### config.mk
export PLATFORM = sky130hd
export DESIGN_NAME = float_accumulator_bf16
export DESIGN_NICKNAME = d
export VERILOG_FILES = /design/src/rtl/float_pkg.sv /design/src/rtl/bf16_align.sv /design/src/rtl/float_accumulator_bf16.sv
export SDC_FILE = /design/constraint.sdc
export NUM_CORES = 1
export LEC_CHECK = 0
export CAP_MARGIN = 10
export CORE_MARGIN = 4
export CORE_UTILIZATION = 45
export DETAILED_ROUTE_END_ITERATION = 8
export DONT_BUFFER_PORTS = 1
export GPL_TIMING_DRIVEN = 0
export PLACE_DENSITY = 0.69
export RECOVER_POWER = 100
export SETUP_SLACK_MARGIN = 0.15
export SLEW_MARGIN = 15
export SYNTH_ARGS = -nofsm -noshare
export SYNTH_HDL_FRONTEND = slang
export SYNTH_SLANG_ARGS = --single-unit
### constraint.sdc
create_clock -name clock -period 2.97 [get_ports clock]
set_input_delay 0.594 -clock clock [delete_from_list [all_inputs] [get_ports clock]]
set_output_delay 0.594 -clock clock [all_outputs]
set_load 0.03 [all_outputs]
### src/rtl/float_pkg.sv
// Shared BF16 definitions for the accumulator: field widths, constants,
// FSM state encoding and a small mantissa helper.
package float_pkg;

    localparam int BF16_W      = 16;
    localparam int BF16_EXP_W  = 8;
    localparam int BF16_FRAC_W = 7;
    localparam int BF16_MANT_W = BF16_FRAC_W + 1;
    localparam int BF16_BIAS   = 127;

    localparam logic [BF16_W-1:0]   BF16_MAX_FINITE = 16'h7F7F;
    localparam logic [BF16_EXP_W:0] BF16_EXP_LIMIT  = 9'd254;

    typedef enum logic [1:0] {
        ST_IDLE  = 2'd0,
        ST_ALIGN = 2'd1,
        ST_ADD   = 2'd2,
        ST_NORM  = 2'd3
    } acc_state_e;

    // Hidden-one mantissa; exponent 0 (zero or denormal) reads as zero.
    function automatic logic [BF16_MANT_W-1:0] bf16_mant(input logic [BF16_W-1:0] v);
        logic [BF16_MANT_W-1:0] m;
        if (v[BF16_W-2:BF16_FRAC_W] == 8'd0) begin
            m = 8'd0;
        end else begin
            m = {1'b1, v[BF16_FRAC_W-1:0]};
        end
        return m;
    endfunction

endpackage

### src/rtl/bf16_align.sv
// Combinational operand alignment: picks the larger exponent and shifts the
// other operand's mantissa right by the difference (truncating, no guard
// bits). Shifts of 8 or more leave nothing of an 8-bit mantissa, so they
// flush to zero.
module bf16_align
    import float_pkg::*;
(
    input  logic [BF16_EXP_W-1:0]  exp_a,
    input  logic [BF16_EXP_W-1:0]  exp_b,
    input  logic [BF16_MANT_W-1:0] mant_a_in,
    input  logic [BF16_MANT_W-1:0] mant_b_in,
    output logic [BF16_EXP_W-1:0]  exp_max,
    output logic [BF16_MANT_W-1:0] mant_a_out,
    output logic [BF16_MANT_W-1:0] mant_b_out
);

    logic [BF16_EXP_W-1:0] diff_s;

    function automatic logic [BF16_MANT_W-1:0] shift_flush(
        input logic [BF16_MANT_W-1:0] m,
        input logic [BF16_EXP_W-1:0]  d
    );
        logic [BF16_MANT_W-1:0] r;
        if (d >= 8'd8) begin
            r = 8'd0;
        end else begin
            r = m >> d[2:0];
        end
        return r;
    endfunction

    // Exponent compare and shift of the smaller operand.
    always_comb begin
        exp_max    = 8'd0;
        diff_s     = 8'd0;
        mant_a_out = 8'd0;
        mant_b_out = 8'd0;
        if (exp_a >= exp_b) begin
            exp_max    = exp_a;
            diff_s     = exp_a - exp_b;
            mant_a_out = mant_a_in;
            mant_b_out = shift_flush(mant_b_in, diff_s);
        end else begin
            exp_max    = exp_b;
            diff_s     = exp_b - exp_a;
            mant_a_out = shift_flush(mant_a_in, diff_s);
            mant_b_out = mant_b_in;
        end
    end

endmodule

### src/rtl/float_accumulator_bf16.sv
// BF16 accumulator: sum <= sum + in_data, one addend at a time, through an
// IDLE -> ALIGN -> ADD -> NORM sequence. Inf/NaN exponents are handled as
// ordinary finite values; rounding is plain truncation.
module float_accumulator_bf16
    import float_pkg::*;
#(
    parameter bit SAT_ON_OVF = 1'b1
) (
    input  logic              clock,
    input  logic              reset,
    input  logic [BF16_W-1:0] in_data,
    input  logic              in_valid,
    output logic              in_ready,
    input  logic              clear,
    output logic [BF16_W-1:0] sum,
    output logic              sum_valid
);

    acc_state_e state_r;
    acc_state_e state_next_s;

    logic [BF16_W-1:0]      addend_r;
    logic [BF16_W-1:0]      sum_r;
    logic                   sum_valid_r;
    logic [BF16_EXP_W:0]    exp_r;
    logic [BF16_MANT_W-1:0] mant_a_r;
    logic [BF16_MANT_W-1:0] mant_b_r;
    logic                   sign_a_r;
    logic                   sign_b_r;
    logic [BF16_MANT_W:0]   mant_r;
    logic                   sign_r;

    logic [BF16_EXP_W-1:0]  align_exp_s;
    logic [BF16_MANT_W-1:0] align_mant_a_s;
    logic [BF16_MANT_W-1:0] align_mant_b_s;

    logic [BF16_MANT_W:0]   add_mag_s;
    logic                   add_sign_s;

    logic                   norm_done_s;
    logic [BF16_W-1:0]      norm_result_s;
    logic [BF16_MANT_W:0]   norm_mant_next_s;
    logic [BF16_EXP_W:0]    norm_exp_next_s;

    // Exponents above 254 either saturate to max finite or keep the low
    // eight exponent bits, depending on SAT_ON_OVF.
    function automatic logic [BF16_W-1:0] bf16_pack(
        input logic                   s,
        input logic [BF16_EXP_W:0]    e,
        input logic [BF16_FRAC_W-1:0] f
    );
        logic [BF16_W-1:0] r;
        if (e > BF16_EXP_LIMIT) begin
            if (SAT_ON_OVF) begin
                r = {s, BF16_MAX_FINITE[BF16_W-2:0]};
            end else begin
                r = {s, e[BF16_EXP_W-1:0], f};
            end
        end else begin
            r = {s, e[BF16_EXP_W-1:0], f};
        end
        return r;
    endfunction

    bf16_align u_align (
        .exp_a      (sum_r[BF16_W-2:BF16_FRAC_W]),
        .exp_b      (addend_r[BF16_W-2:BF16_FRAC_W]),
        .mant_a_in  (bf16_mant(sum_r)),
        .mant_b_in  (bf16_mant(addend_r)),
        .exp_max    (align_exp_s),
        .mant_a_out (align_mant_a_s),
        .mant_b_out (align_mant_b_s)
    );

    // State register; clear aborts any operation and wins over in_valid.
    always_ff @(posedge clock) begin
        if (reset) begin
            state_r <= ST_IDLE;
        end else if (clear) begin
            state_r <= ST_IDLE;
        end else begin
            state_r <= state_next_s;
        end
    end

    // Next-state decode for the add sequence.
    always_comb begin
        state_next_s = state_r;
        case (state_r)
            ST_IDLE: begin
                if (in_valid) begin
                    state_next_s = ST_ALIGN;
                end else begin
                    state_next_s = ST_IDLE;
                end
            end
            ST_ALIGN: state_next_s = ST_ADD;
            ST_ADD:   state_next_s = ST_NORM;
            ST_NORM: begin
                if (norm_done_s) begin
                    state_next_s = ST_IDLE;
                end else begin
                    state_next_s = ST_NORM;
                end
            end
            default:  state_next_s = ST_IDLE;
        endcase
    end

    // Signed-magnitude add: larger magnitude keeps its sign on subtraction.
    always_comb begin
        add_mag_s  = 9'd0;
        add_sign_s = 1'b0;
        if (sign_a_r == sign_b_r) begin
            add_mag_s  = {1'b0, mant_a_r} + {1'b0, mant_b_r};
            add_sign_s = sign_a_r;
        end else if (mant_a_r >= mant_b_r) begin
            add_mag_s  = {1'b0, mant_a_r - mant_b_r};
            add_sign_s = sign_a_r;
        end else begin
            add_mag_s  = {1'b0, mant_b_r - mant_a_r};
            add_sign_s = sign_b_r;
        end
    end

    // One normalisation step per cycle: carry-out, done, zero, or shift left.
    always_comb begin
        norm_done_s      = 1'b0;
        norm_result_s    = 16'h0000;
        norm_mant_next_s = mant_r;
        norm_exp_next_s  = exp_r;
        if (mant_r[BF16_MANT_W]) begin
            norm_done_s   = 1'b1;
            norm_result_s = bf16_pack(sign_r, exp_r + 9'd1, mant_r[BF16_FRAC_W:1]);
        end else if (mant_r[BF16_FRAC_W]) begin
            norm_done_s   = 1'b1;
            norm_result_s = bf16_pack(sign_r, exp_r, mant_r[BF16_FRAC_W-1:0]);
        end else if (mant_r == 9'd0) begin
            norm_done_s   = 1'b1;
            norm_result_s = 16'h0000;
        end else begin
            norm_mant_next_s = {mant_r[BF16_MANT_W-1:0], 1'b0};
            norm_exp_next_s  = exp_r - 9'd1;
            if (norm_exp_next_s == 9'd0) begin
                norm_done_s   = 1'b1;
                norm_result_s = 16'h0000;
            end else begin
                norm_done_s   = 1'b0;
                norm_result_s = 16'h0000;
            end
        end
    end

    // Datapath registers, accumulator and the one-cycle sum_valid pulse.
    always_ff @(posedge clock) begin
        if (reset) begin
            addend_r    <= 16'h0000;
            sum_r       <= 16'h0000;
            sum_valid_r <= 1'b0;
            exp_r       <= 9'd0;
            mant_a_r    <= 8'd0;
            mant_b_r    <= 8'd0;
            sign_a_r    <= 1'b0;
            sign_b_r    <= 1'b0;
            mant_r      <= 9'd0;
            sign_r      <= 1'b0;
        end else begin
            sum_valid_r <= 1'b0;
            if (clear) begin
                sum_r <= 16'h0000;
            end else begin
                case (state_r)
                    ST_IDLE: begin
                        if (in_valid) begin
                            addend_r <= in_data;
                        end
                    end
                    ST_ALIGN: begin
                        exp_r    <= {1'b0, align_exp_s};
                        mant_a_r <= align_mant_a_s;
                        mant_b_r <= align_mant_b_s;
                        sign_a_r <= sum_r[BF16_W-1];
                        sign_b_r <= addend_r[BF16_W-1];
                    end
                    ST_ADD: begin
                        mant_r <= add_mag_s;
                        sign_r <= add_sign_s;
                    end
                    ST_NORM: begin
                        mant_r <= norm_mant_next_s;
                        exp_r  <= norm_exp_next_s;
                        if (norm_done_s) begin
                            sum_r       <= norm_result_s;
                            sum_valid_r <= 1'b1;
                        end
                    end
                    default: begin
                        sum_r <= sum_r;
                    end
                endcase
            end
        end
    end

    assign in_ready  = (state_r == ST_IDLE);
    assign sum       = sum_r;
    assign sum_valid = sum_valid_r;

endmodule

### Yosys cells after proc, flatten, opt, wreduce, memory -nomap -nowiden

Cells that the tools add are included.

* word-level logic and storage cells: 85
* memories: 0
* output and inout bits: 18
* bits in read-only memories: 0
* bits of input ports: 20
* latch bits: 0
* RAM bits: 0
* register bits after elaboration: 72

* multiply operators: 0
* bitwise operators: 2
* equality and inequality tests: 7
* multiplexer cells: 31
* div/mod/pow operators: 0
* shift-type cells: 2
* $add $sub $neg: 7
* reduce and logical (&&, ||, !) cells: 17
* $lt $le $gt $ge: 6

Operators by type and width (number)
* two-way mux 8 bit: 10
* two-way mux 9 bit: 5
* one-hot mux 9 bit (2 select lines): 2
* two-way mux 16 bit: 2
* subtractor 8 bit: 4
* two-way mux 15 bit: 2
* > comparator 9 x 8 -> 1 bit, second input constant: 2
* logical NOT 9 bit: 2
* >= comparator 8 x 4 -> 1 bit, second input constant: 2
* >= comparator 8 bit: 2
* logical NOT 8 bit: 2
* >> shifter 8 x 3 -> 8 bit: 2
* AND reduction 5 bit: 2
* adder 8 x 8 -> 9 bit: 1
* adder 9 x 1 -> 9 bit, second input constant: 1
* subtractor 9 x 1 -> 9 bit, second input constant: 1
* two-way mux 1 bit: 8
* one-hot mux 2 bit (4 select lines): 1
* AND reduction 2 bit: 4
* != test 2 bit, second input constant: 3
* AND reduction 3 bit: 2
* equality test 2 bit, second input constant: 2
* nonzero test 2 bit: 2
* OR reduction 3 bit: 1
* other kinds (6): 7

### Longest topological paths before layout

Gate-level depths: netlist of run 1.

* depth in word-level cells: 8
* mapped depth: 12
* gate-level depth less buffers: 10

### Hierarchy

A second synthesis of run 1 with hierarchy kept.

* cell total of the unflattened synthesis: 811
* area, all modules: 6058.3 sq um

By module, submodules not included
* float_accumulator_bf16: instances 1, seq. area each 1441.4 sq um, cells each 602, area each 4584.4 sq um
* bf16_align: instances 1, seq. area each 0.0 sq um, cells each 209, area each 1473.9 sq um

### Worst setup path before layout of run 1

Ideal clock, no wire load.

* kind: reg-to-reg
* start point: register sum_r[7] (netlist: sum[7])
* end point: register mant_b_r[0]
* path slack: -20 ps
* clock period less this slack: 2990 ps
* buffers on the path: 0
* library setup time: 86 ps
* required time: 2884 ps
* data arrival time: 2904 ps
* stages on the path, launching flop included: 11
* cell sequence: dfxtp_1 inv_1 ha_1 fa_1 nor2b_1 o21ai_1 a41o_1 a221o_1 a2111oi_4 a221oi_1 a211oi_1

* word-level cells in the longest chain between the ends: 4
* elaborated cells on any way between the ends: 6
* those cells by class: 1 x add/sub; 2 x order compare; 1 x shift; 2 x mux

RTL lines
* start: declaration: line float_accumulator_bf16.sv:23 `logic [BF16_W-1:0] sum_r;`
* start signal: assignment: line float_accumulator_bf16.sv:193 `sum_r <= norm_result_s;`
* start signal: assignment: line float_accumulator_bf16.sv:198 `sum_r <= sum_r;`
* subtractor 8 bit: line bf16_align.sv:40 `diff_s = exp_a - exp_b;`
* >= comparator 8 x 4 -> 1 bit / >> shifter 8 x 3 -> 8 bit (equally long branches): line bf16_align.sv:24, bf16_align.sv:27
* two-way mux 8 bit: line bf16_align.sv:24 `if (d >= 8'd8) begin`
* two-way mux 8 bit *: line bf16_align.sv:38 `if (exp_a >= exp_b) begin`
* end signal: assignment: line float_accumulator_bf16.sv:181 `mant_b_r <= align_mant_b_s;`
* end: declaration: line float_accumulator_bf16.sv:27 `logic [BF16_MANT_W-1:0] mant_b_r;`

Mark *: on every way between the ends. The rest lies on a longest branch, timed or not.
A chain may end at the register's enable or synchronous reset.

### Final worst setup path of run 1

* start point: register sum_r[8] (netlist: sum[8])
* end point: register mant_b_r[3]

The elaborated chain is that of the path after synthesis.

==> Implementation_results.wiki, run 1 <==
{| class="wikitable"
! Metric !! Value
|-
| Outcome || finished, final reports clean
|-
| Post-synthesis to final-layout area growth || 13.7%
|-
| Number of I/O pins || 38
|-
| Power density relative to cell area || between 300 and 400 nW/µm²
|-
| Share of Yosys cell area claimed by the top area cell type || 0.244
|-
| Number of nets in the layout || 860
|-
| Clk Tree Root Cell || sky130_fd_sc_hd__clkbuf_16
|-
| Clock Latency Late Sink || around 0.34 ns
|-
| Final critical path time including I/O delays and setup || around 2.9 ns
|-
| Buffers and inverters on the worst path || 2
|-
| Slew Limit Fails || 0
|-
| Proportion of synthesized flip-flops having asynchronous set or reset || 0
|-
| Number of sinks handled by clock tree synthesis || 72
|-
| Highest-count cells in the layout ignoring fill and taps || sky130_fd_sc_hd__nand2_1, sky130_fd_sc_hd__dfxtp_1, sky130_fd_sc_hd__nor2_1, sky130_fd_sc_hd__a21oi_1, sky130_fd_sc_hd__inv_1
|-
| Worst-case setup slack after placement || -0.350 ns
|-
| Mux contribution to synthesized area || 0.0582
|-
| Sum of internal, switching and leakage power || 2510 µW
|-
| Actual transition at the worst max-transition pin || 0.803 ns
|-
| Amount of wire on met3 after detailed routing || around 1.3 mm
|-
| Half-perimeter wire length after placement || between 10 and 15 mm
|-
| Mapped Avg Cell Area || approximately 7.7 µm²
|-
| Post-synth EDFFs || 0
|-
| Number of antenna violations at the first check in global routing || 0
|-
| Yosys reg bits || 72
|-
| Most common cell after layout, fill and taps aside || sky130_fd_sc_hd__nand2_1
|-
| Grt total ovfl || 0
|-
| Maximum operating frequency || between 300 and 400 MHz
|-
| Type of destination of the critical path || flop
|-
| Biggest fanout along the worst timing path || 8
|-
| Initial standard-cell utilization of the core || 0.465
|-
| Minimum hold slack || between 0.3 and 0.4 ns
|-
| Sequential area share after synthesis || 0.244
|-
| CP Data Required Time || 3.22 ns
|-
| Distinct cells, synth || 83
|-
| Max-Cap Viols || 0
|-
| Final setup fails || 0
|-
| Number of hold-slack violations in the final timing report || 0
|-
| Net count of the mapped netlist || 838
|-
| Reg clk slew, reported paths || 0.06 ns
|-
| Synth Area in Simple Gates || 0.219
|-
| Synthesized-area fraction occupied by adder cells || 0.108
|-
| Placer Congestion || between 0.9 and 1
|-
| Overall Global Routing Usage || 0.256
|-
| Post-synthesis share of cell area spent on xor and xnor gates || 0.0222
|-
| Gate Count Post-Synth || 770
|-
| Critical-path top delay cell || sky130_fd_sc_hd__dfxtp_4
|-
| Core Box Area || about 13000 µm²
|-
| Path class of the lowest-slack min-delay path || input pin to flop
|-
| Routed Wire Length || 19.2 mm
|-
| Largest clock skew in the final design || 0.00840 ns
|-
| Worst slew margin relative to its limit || 0.463
|-
| Routed wire length per instance || 19.8 µm
|-
| Summed instance area of the synthesized netlist || 5920 µm²
|-
| Final ANT Viol Nets || 0
|-
| Global-route wire length before repair || 30.0 mm
|-
| Iteration count of the initial detailed-routing pass || 5
|-
| Ranking of synthesized cells by area || sky130_fd_sc_hd__dfxtp_1, sky130_fd_sc_hd__ha_1, sky130_fd_sc_hd__nand2_1
|-
| Vias per Instance || 6.12
|-
| Worst stage delay on the critical path || 0.45 ns
|-
| CTS Buf Count || 9
|-
| Maximum number of pins on one net before global-route repair || 12
|-
| Number of DRC violations after detailed-routing iteration 0 || about 450
|-
| Detailed-routed wire length on met2 || between 9 and 10 mm
|-
| Largest area contributor in the netlist || sky130_fd_sc_hd__dfxtp_1
|-
| Top metal layer carrying routed signals || met4
|-
| Final clock period utilization by the worst path || 0.987
|-
| Ordered list of cells on the worst path || clkinvlp_4 -> ha_4 -> nor2b_1 -> o21ai_0 -> a211o_1 -> a221o_1 -> a2111oi_4 -> buf_6 -> a221oi_2 -> a211oi_1
|-
| Number of global-route vias before repair || approximately 5600
|-
| Classification of the worst setup path || flop to flop
|-
| Final cell area excluding filler cells || approximately 6700 µm²
|-
| Die width || 123 µm
|-
| Crit path launch type || flop
|-
| Number of input and output port buffers inserted || 0
|-
| Combinational family with the most area after synthesis || compound AO/OA/AOI/OAI gates
|-
| Vertical die dimension || between 100 and 150 µm
|-
| RSZ-0062 raised after global routing || true
|-
| Site Rows || 41
|-
| Metal-1 WL || 8.05 mm
|-
| Clock buffer depth || 2
|-
| Reg2Reg Setup Slack || 0.04 ns
|-
| Share of cells above drive strength 1 || 0.142
|-
| Leakage || 0.00244 µW
|-
| Number of antenna cells inserted || 0
|-
| Number of vias after detailed routing || slightly below 6000
|-
| Worst Path Arrival || 3.18 ns
|-
| Clock H-tree levels || 3
|-
| Cell Area, Placed || 6140 µm²
|-
| PnR worst setup slack || around 0.038 ns
|-
| CTS Hold Buffers Added || 0
|-
| Yosys warnings || 0
|-
| Total DRC errors in the routed layout || 0
|-
| Highest ir drop seen on vdd || 228 µV
|-
| Final cell utilization of the core || 0.529
|-
| CTS tree || built
|-
| CP top delay family || compound AO/OA/AOI/OAI gates
|-
| Primary flip-flop cell chosen by synthesis mapping || sky130_fd_sc_hd__dfxtp_1
|-
| Synth Area in Compound Gates || 0.278
|-
| Die area || 15000 µm²
|}
[cell families (layout without fill, tap and decap cells)]
family	count (synthesis)	after routing
compound gates	236	236
xor+xnor	15	15
fa+ha+maj	48	48
buf+inv	101	128
flops	72	72
mux	30	30
simple gates	268	268
[flip-flops by register name (all words and copies together), names as in the netlist]
| name | flops |
|---|---|
| state_r | 2 |
| sign_r | 1 |
| mant_a_r | 8 |
| exp_r | 9 |
| mant_b_r | 8 |
| sum_valid | 1 |
| sign_a_r | 1 |
| mant_r | 9 |
| addend_r | 16 |
| sum | 16 |
| sign_b_r | 1 |
[worst register-to-register path: cells and delay by family (launching register included)]
kind                     cells  cell delay, ns
AO/OA/AOI/OAI                6            1.49
flip-flops                   1            0.45
AND/OR/NAND/NOR              1            0.17
buffers and inverters        2            0.41
adder cells (fa/ha/maj)      1            0.31
[stage by stage]
step | setup TNS [ns] | cells
3_3_place_gp | -2.00 | 942
4_1_cts | 0 | 962
3_5_place_dp | -3.16 | 942
2_1_floorplan | 0 | 770
6_report | 0 | 969
5_1_grt | -0.790 | 969
[area by class of cell]
type / count / area [µm²]
well taps: 172 / 215
multi-input cells: 597 / 4240
clock buffers: 13 / 250
clock inverters: 3 / 17.5
flip-flops and latches: 72 / 1460
inverters: 48 / 186
fillers: 1279 / 5990
plain buffers: 53 / 269
repair buffers: 11 / 86.3
[power by group]
group	total [µW]	switching (µW)	internal [µW]
logic	488	292	196
registers	1010	25.6	981
clock network	1010	428	587
[Yosys cell counts, types with 8 or more instances]
master,number
sky130_fd_sc_hd__mux2i_1,22
sky130_fd_sc_hd__ha_1,43
sky130_fd_sc_hd__o21ai_0,43
sky130_fd_sc_hd__xnor2_1,8
sky130_fd_sc_hd__nand4_1,16
sky130_fd_sc_hd__nand3_1,16
sky130_fd_sc_hd__nor2_1,60
sky130_fd_sc_hd__dfxtp_1,72
sky130_fd_sc_hd__o22ai_1,8
sky130_fd_sc_hd__o21a_1,13
sky130_fd_sc_hd__nor2b_1,12
sky130_fd_sc_hd__nor4_1,8
sky130_fd_sc_hd__clkbuf_1,39
sky130_fd_sc_hd__a211oi_1,11
sky130_fd_sc_hd__inv_1,47
sky130_fd_sc_hd__nor3_1,19
sky130_fd_sc_hd__a221oi_1,9
sky130_fd_sc_hd__o211ai_1,11
sky130_fd_sc_hd__a21oi_1,62
sky130_fd_sc_hd__buf_2,9
sky130_fd_sc_hd__nand2_1,90
sky130_fd_sc_hd__nand2b_1,12
[metal layers]
metal,track usage,up-vias
met4,0.0980,0
met2,0.419,222
li1,-,2844
met5,0,-
met3,0.0544,46
met1,0.329,2818
[worst paths after layout]
path | start | cells after the start | to
worst max-delay path | sum[8] | 10 | mant_b_r[3]
worst min-delay path | in_data[11] | 2 | addend_r[11]
worst max register to register | sum[8] | 10 | mant_b_r[3]
worst min register to register | addend_r[15] | 2 | sign_b_r
[timing repair]
| action | in CTS | in global routing |
|---|---|---|
| buffers inserted | 4 | 7 |
| gates cloned | 0 | 0 |
| setup endpoints to repair | 43 | 42 |
| pin swaps | 13 | 17 |
| gates resized for setup | 26 | 38 |
Note: power is estimated with default switching activity, not from simulation.
==> run 2: changes to the inputs <==
CTS_CLUSTER_SIZE = 14   (was default)
==> results of run 2 <==
Same layout as run 1: the final DEF is identical, and so are final timing and power.
==> patch 1 (settings of run 1) <==
Re-encode `acc_state_e` (4 states) as one-hot, 4 bits wide.
--- a/src/rtl/float_pkg.sv
+++ b/src/rtl/float_pkg.sv
@@ -13,7 +13,7 @@
 
-    typedef enum logic [1:0] {
-        ST_IDLE  = 2'd0,
-        ST_ALIGN = 2'd1,
-        ST_ADD   = 2'd2,
-        ST_NORM  = 2'd3
+    typedef enum logic [3:0] {
+        ST_IDLE  = 4'b0001,
+        ST_ALIGN = 4'b0010,
+        ST_ADD   = 4'b0100,
+        ST_NORM  = 4'b1000
     } acc_state_e;
Check against the original RTL: no difference found for any inputs over 4 cycles, from zero or initial values and one cycle with reset high; so few cycles prove little.
==> patch 1 against run 1 <==
  * Routed wire length up 0.77%
  * Clock power up 11%
  * Setup slack better by 0.071 ns
  * Total power about the same
  * Non-clock buffer count up 5
  * Highest routed layer unchanged
  * Largest cell class unchanged
  * Sequential cell count up 2
  * Cell area up 6.0%
  * Area after synthesis up 5.6%
  * Clock skew up 0.0025 ns
==> patch 1: results (changes against run 1) <==
* Worst Hold Launch: in_data[7] (was in_data[11])
* Pre-CTS WS at -0.361 ns (was -0.350 ns)
* Hold Path Class: input pin to flip-flop (unchanged)
* First-pass GRT wire length at 30900 um (was 30000 um)
* CP arrival at 3.11 ns (was 3.18 ns)
* Worst-case vdd ir drop at 0.305 mV (was 0.228 mV)
* Initial Util at 46.6% (was 46.5%)
* Crit path max fanout at 9 (was 8)
* Pleak at 2.61 nW (was 2.44 nW)
* Worst r2r src: sum[9]$_SDFFE_PP0P_ (was sum[8]$_SDFFE_PP0P_)
* Status: completed (unchanged)
* GRT Overall Usage at 23.6% (was 25.6%)
* Measured slew at the worst slew-check pin at 0.891 ns (was 0.803 ns)
* Non-Filler Instances at 1032 (was 969)
* Synth cell count leaders: nand2_1 (104), a21oi_1 (85), dfxtp_1 (74) (was nand2_1 (90), dfxtp_1 (72), a21oi_1 (62))
* DPL Wire Length at 14400 um (was 14600 um)
* Largest registers: addend_r x16, sum x16 (unchanged)
* Number of DRC markers in iteration 0 at 515 (was 452)
* Unique masters post-synth at 87 (was 83)
* Count leader, synth: nand2_1 (unchanged)
* Wirelength, routed at 19300 um (was 19200 um)
* Layout Nets at 920 (was 860)
* Worst setup path startpoint: sum[9]$_SDFFE_PP0P_ (was sum[8]$_SDFFE_PP0P_)
* Most area-consuming cells after synthesis: dfxtp_1 (24%), ha_1 (8.6%), a21oi_1 (6.8%) (was dfxtp_1 (24%), ha_1 (9.1%), nand2_1 (5.7%))
* Max incr delay on CP at 0.43 ns (was 0.45 ns)
* Clock skew at 0.0109 ns (was 0.00840 ns)
* GP Congestion at 0.990 (was 0.903)
* Sequential area share after synthesis at 23.7% (was 24.4%)
* Share of layout cells above drive strength 1 at 16.0% (was 14.2%)
* Cells after Synth at 831 (was 770)
* # diodes at 0 (unchanged)
* Syn_nets at 899 (was 838)
* Vias in the first global route at 5919 (was 5583)
* Largest net degree at the start of global routing at 13 (was 12)
* Via count at 6382 (was 5930)
* CTS Buf Count at 9 (unchanged)
* Pre-antenna DRT Iters at 5 (unchanged)
## patch 1: changes by cell type in the layout (fill, tap and decap cells not counted), moves of 5 or more
cell and delta:
a21oi_1 +25, nand2_1 +14, mux2i_1 -11, clkbuf_2 +8, o22ai_1 -7, nand4_1 -6
nor2_1 +6, nand3_1 +5, o21a_1 -5, o21ai_0 +5, or4_1 +5
## patch 1: path summary, 6_finish.rpt
check | cells past startpoint | slack, ns | end
worst max-delay path | 11 | 0.11 | exp_r[3]$_SDFFE_PP0P_
worst min-delay path | 2 | 0.37 | addend_r[7]$_SDFFE_PP0P_
worst max register to register | 11 | 0.11 | exp_r[3]$_SDFFE_PP0P_
worst min register to register | 2 | 0.49 | addend_r[0]$_SDFFE_PP0P_
## patch 1: per-layer routing
metal / wire length, um / share of wire, % / vias up / track usage (%)
met1: 8510 / 44 / 3007 / 33.2
met2: 8680 / 45 / 296 / 36.3
met3: 1660 / 8.6 / 44 / 4.66
li1: - / - / 3035 / -
met5: 0 / 0 / - / 0
met4: 488 / 2.5 / 0 / 7.76
## patch 1: what timing repair did
| action | 4_1_cts | 5_1_grt |
|---|---|---|
| resized for setup | 39 | 72 |
| endpoints found under the setup margin | 56 | 52 |
| buffers inserted | 3 | 7 |
| pin swaps | 3 | 21 |
## patch 1: worst reg2reg max path: stages, from the launching register on
cell	delay, ns
dfxtp_4	0.43
inv_2	0.08
ha_1	0.32
buf_6	0.16
nor2b_1	0.13
o21a_2	0.23
o311ai_4	0.33
and2_0	0.20
buf_6	0.15
mux2i_1	0.36
a2111oi_2	0.12
a31o_2	0.25
## patch 1: cell families after synthesis
group | after synthesis | share of synthesized area [%]
adders and majority gates | 48 | 10.2
muxes | 18 | 3.60
buffers and inverters | 109 | 7.33
AOI/OAI and AO/OA | 260 | 28.0
xor gates and xnor gates | 18 | 2.52
and+or+nand+nor | 304 | 24.6
DFF | 74 | 23.7
## patch 1: cell type report
type,count,area [um2]
Buffer,59,312
Clock buffer,10,239
Clock inverter,5,55.1
Fill cell,1288,6270
Inverter,50,188
Multi-Input combinational cell,648,4540
Sequential cell,74,1510
Tap cell,176,220
Timing Repair Buffer,10,72.6
## patch 1: per-stage QoR
| step | util (%) | cell area [um2] |
|---|---|---|
| 3_3_place_gp | 48.3 | 6480 |
| 3_5_place_dp | 48.3 | 6480 |
| 2_1_floorplan | - | 6260 |
| 6_report | 53.2 | 7130 |
| 5_1_grt | 53.2 | 7130 |
| 4_1_cts | 51.5 | 6900 |
## patch 1: report_power, final
group,switching [mW],internal (mW)
sequential,0.0170,0.999
clock,0.452,0.666
combinational,0.230,0.147
==> patch 2 (config.mk and constraints of run 1) <==
Made on the original files. The package constant `BF16_MAX_FINITE` goes from 16'h7F7F to 16'h3FBF.
--- a/src/rtl/float_pkg.sv
+++ b/src/rtl/float_pkg.sv
@@ -10,3 +10,3 @@
 
-    localparam logic [BF16_W-1:0]   BF16_MAX_FINITE = 16'h7F7F;
+    localparam logic [BF16_W-1:0]   BF16_MAX_FINITE = 16'h3FBF;
     localparam logic [BF16_EXP_W:0] BF16_EXP_LIMIT  = 9'd254;
Function: changed (a bounded check fails within 10 cycles, from zero or initial values and one cycle with reset high).
==> patch 2 against run 1 <==
  * Total power rose by 13%
  * Core utilization rose by 0.60 points
  * Highest routed layer unchanged
  * Cell area up 0.32%
  * Routed wire length down 4.4%
  * Sequential cell count unchanged
  * Area after synthesis decreased by 1.7%
  * Largest power group is now clock
  * Largest cell class unchanged
  * Setup slack gained 0.0038 ns
==> patch 2: results (changes against run 1) <==
* Worst r2r path cells at 11 (was 10)
* Fillers at 1221 (was 1279)
* Setup crit end: exp_r[1]$_SDFFE_PP0P_ (was mant_b_r[3]$_SDFFE_PP0P_)
* Gate power share at 19.0% (was 19.5%)
* Global-route met2 utilization at 39.0% (was 41.9%)
* Unique masters post-synth at 73 (was 83)
* Setup bufs post-CTS at 8 (was 4)
* Worst r2r src: sum[7]$_SDFFE_PP0P_ (was sum[8]$_SDFFE_PP0P_)
* Power per Cell Area at 421 nW/um2 (was 373 nW/um2)
* Most area-consuming cells after synthesis: dfxtp_1 (25%), ha_1 (9.2%), a21oi_1 (7.6%) (was dfxtp_1 (24%), ha_1 (9.1%), nand2_1 (5.7%))
* Met3 WL at 1380 um (was 1340 um)
* Status: completed (unchanged)
* Resized Gates After CTS at 25 (was 26)
* M1 GR Usage at 32.5% (was 32.9%)
* GRT Overall Usage at 24.4% (was 25.6%)
* Synth cell count leaders: nand2_1 (105), a21oi_1 (88), dfxtp_1 (72) (was nand2_1 (90), dfxtp_1 (72), a21oi_1 (62))
* DR WL/cell at 18.7 um (was 19.8 um)
* Sw Ratio at 27.5% (was 29.7%)
* Clock-net power at 1.29 mW (was 1.01 mW)
* DPL Wire Length at 13600 um (was 14600 um)
* GR Util met3 at 4.83% (was 5.44%)
* Cell Area, Placed at 6050 um2 (was 6140 um2)
* CP arrival at 3.19 ns (was 3.18 ns)
* Max_slew headroom at 37.6% (was 46.3%)
* Placed Cells at 951 (was 942)
* Clock skew at 0.00835 ns (was 0.00840 ns)
* Hold Path End: addend_r[10]$_SDFFE_PP0P_ (was addend_r[11]$_SDFFE_PP0P_)
* First-pass GRT wire length at 28800 um (was 30000 um)
* Non-Filler Instances at 981 (was 969)
* P_int at 2.06 mW (was 1.76 mW)
==> patch 2: cell types whose count changed in the layout (fill, tap and decap cells not counted), moves of 6 or more <==
cell,change
mux2i_1,-7
o221ai_1,+6
a21oi_1,+27
nand2_1,+14
o211ai_1,-7
nand4_1,-8
clkbuf_2,+7
==> patch 2: cell type report <==
class                   count  share of cell area [%]
plain buffers              53                    3.54
clock buffers              11                    3.74
clock inverters             5                    1.52
inverters                  48                    2.71
multi-input cells         605                    61.6
flip-flops and latches     72                    21.8
well taps                 172                    3.19
repair buffers             15                    1.91
==> patch 2: cell families (layout without fill, tap and decap cells) <==
group / count (synthesis) / after routing / synth area share, %
adder cells (fa/ha/maj): 48 / 48 / 11.0
AND/OR/NAND/NOR: 273 / 273 / 22.6
flip-flops: 72 / 72 / 24.8
buffers and inverters: 101 / 132 / 7.10
XOR/XNOR: 17 / 17 / 2.69
multiplexers: 20 / 20 / 4.34
AO/OA/AOI/OAI: 247 / 247 / 27.5
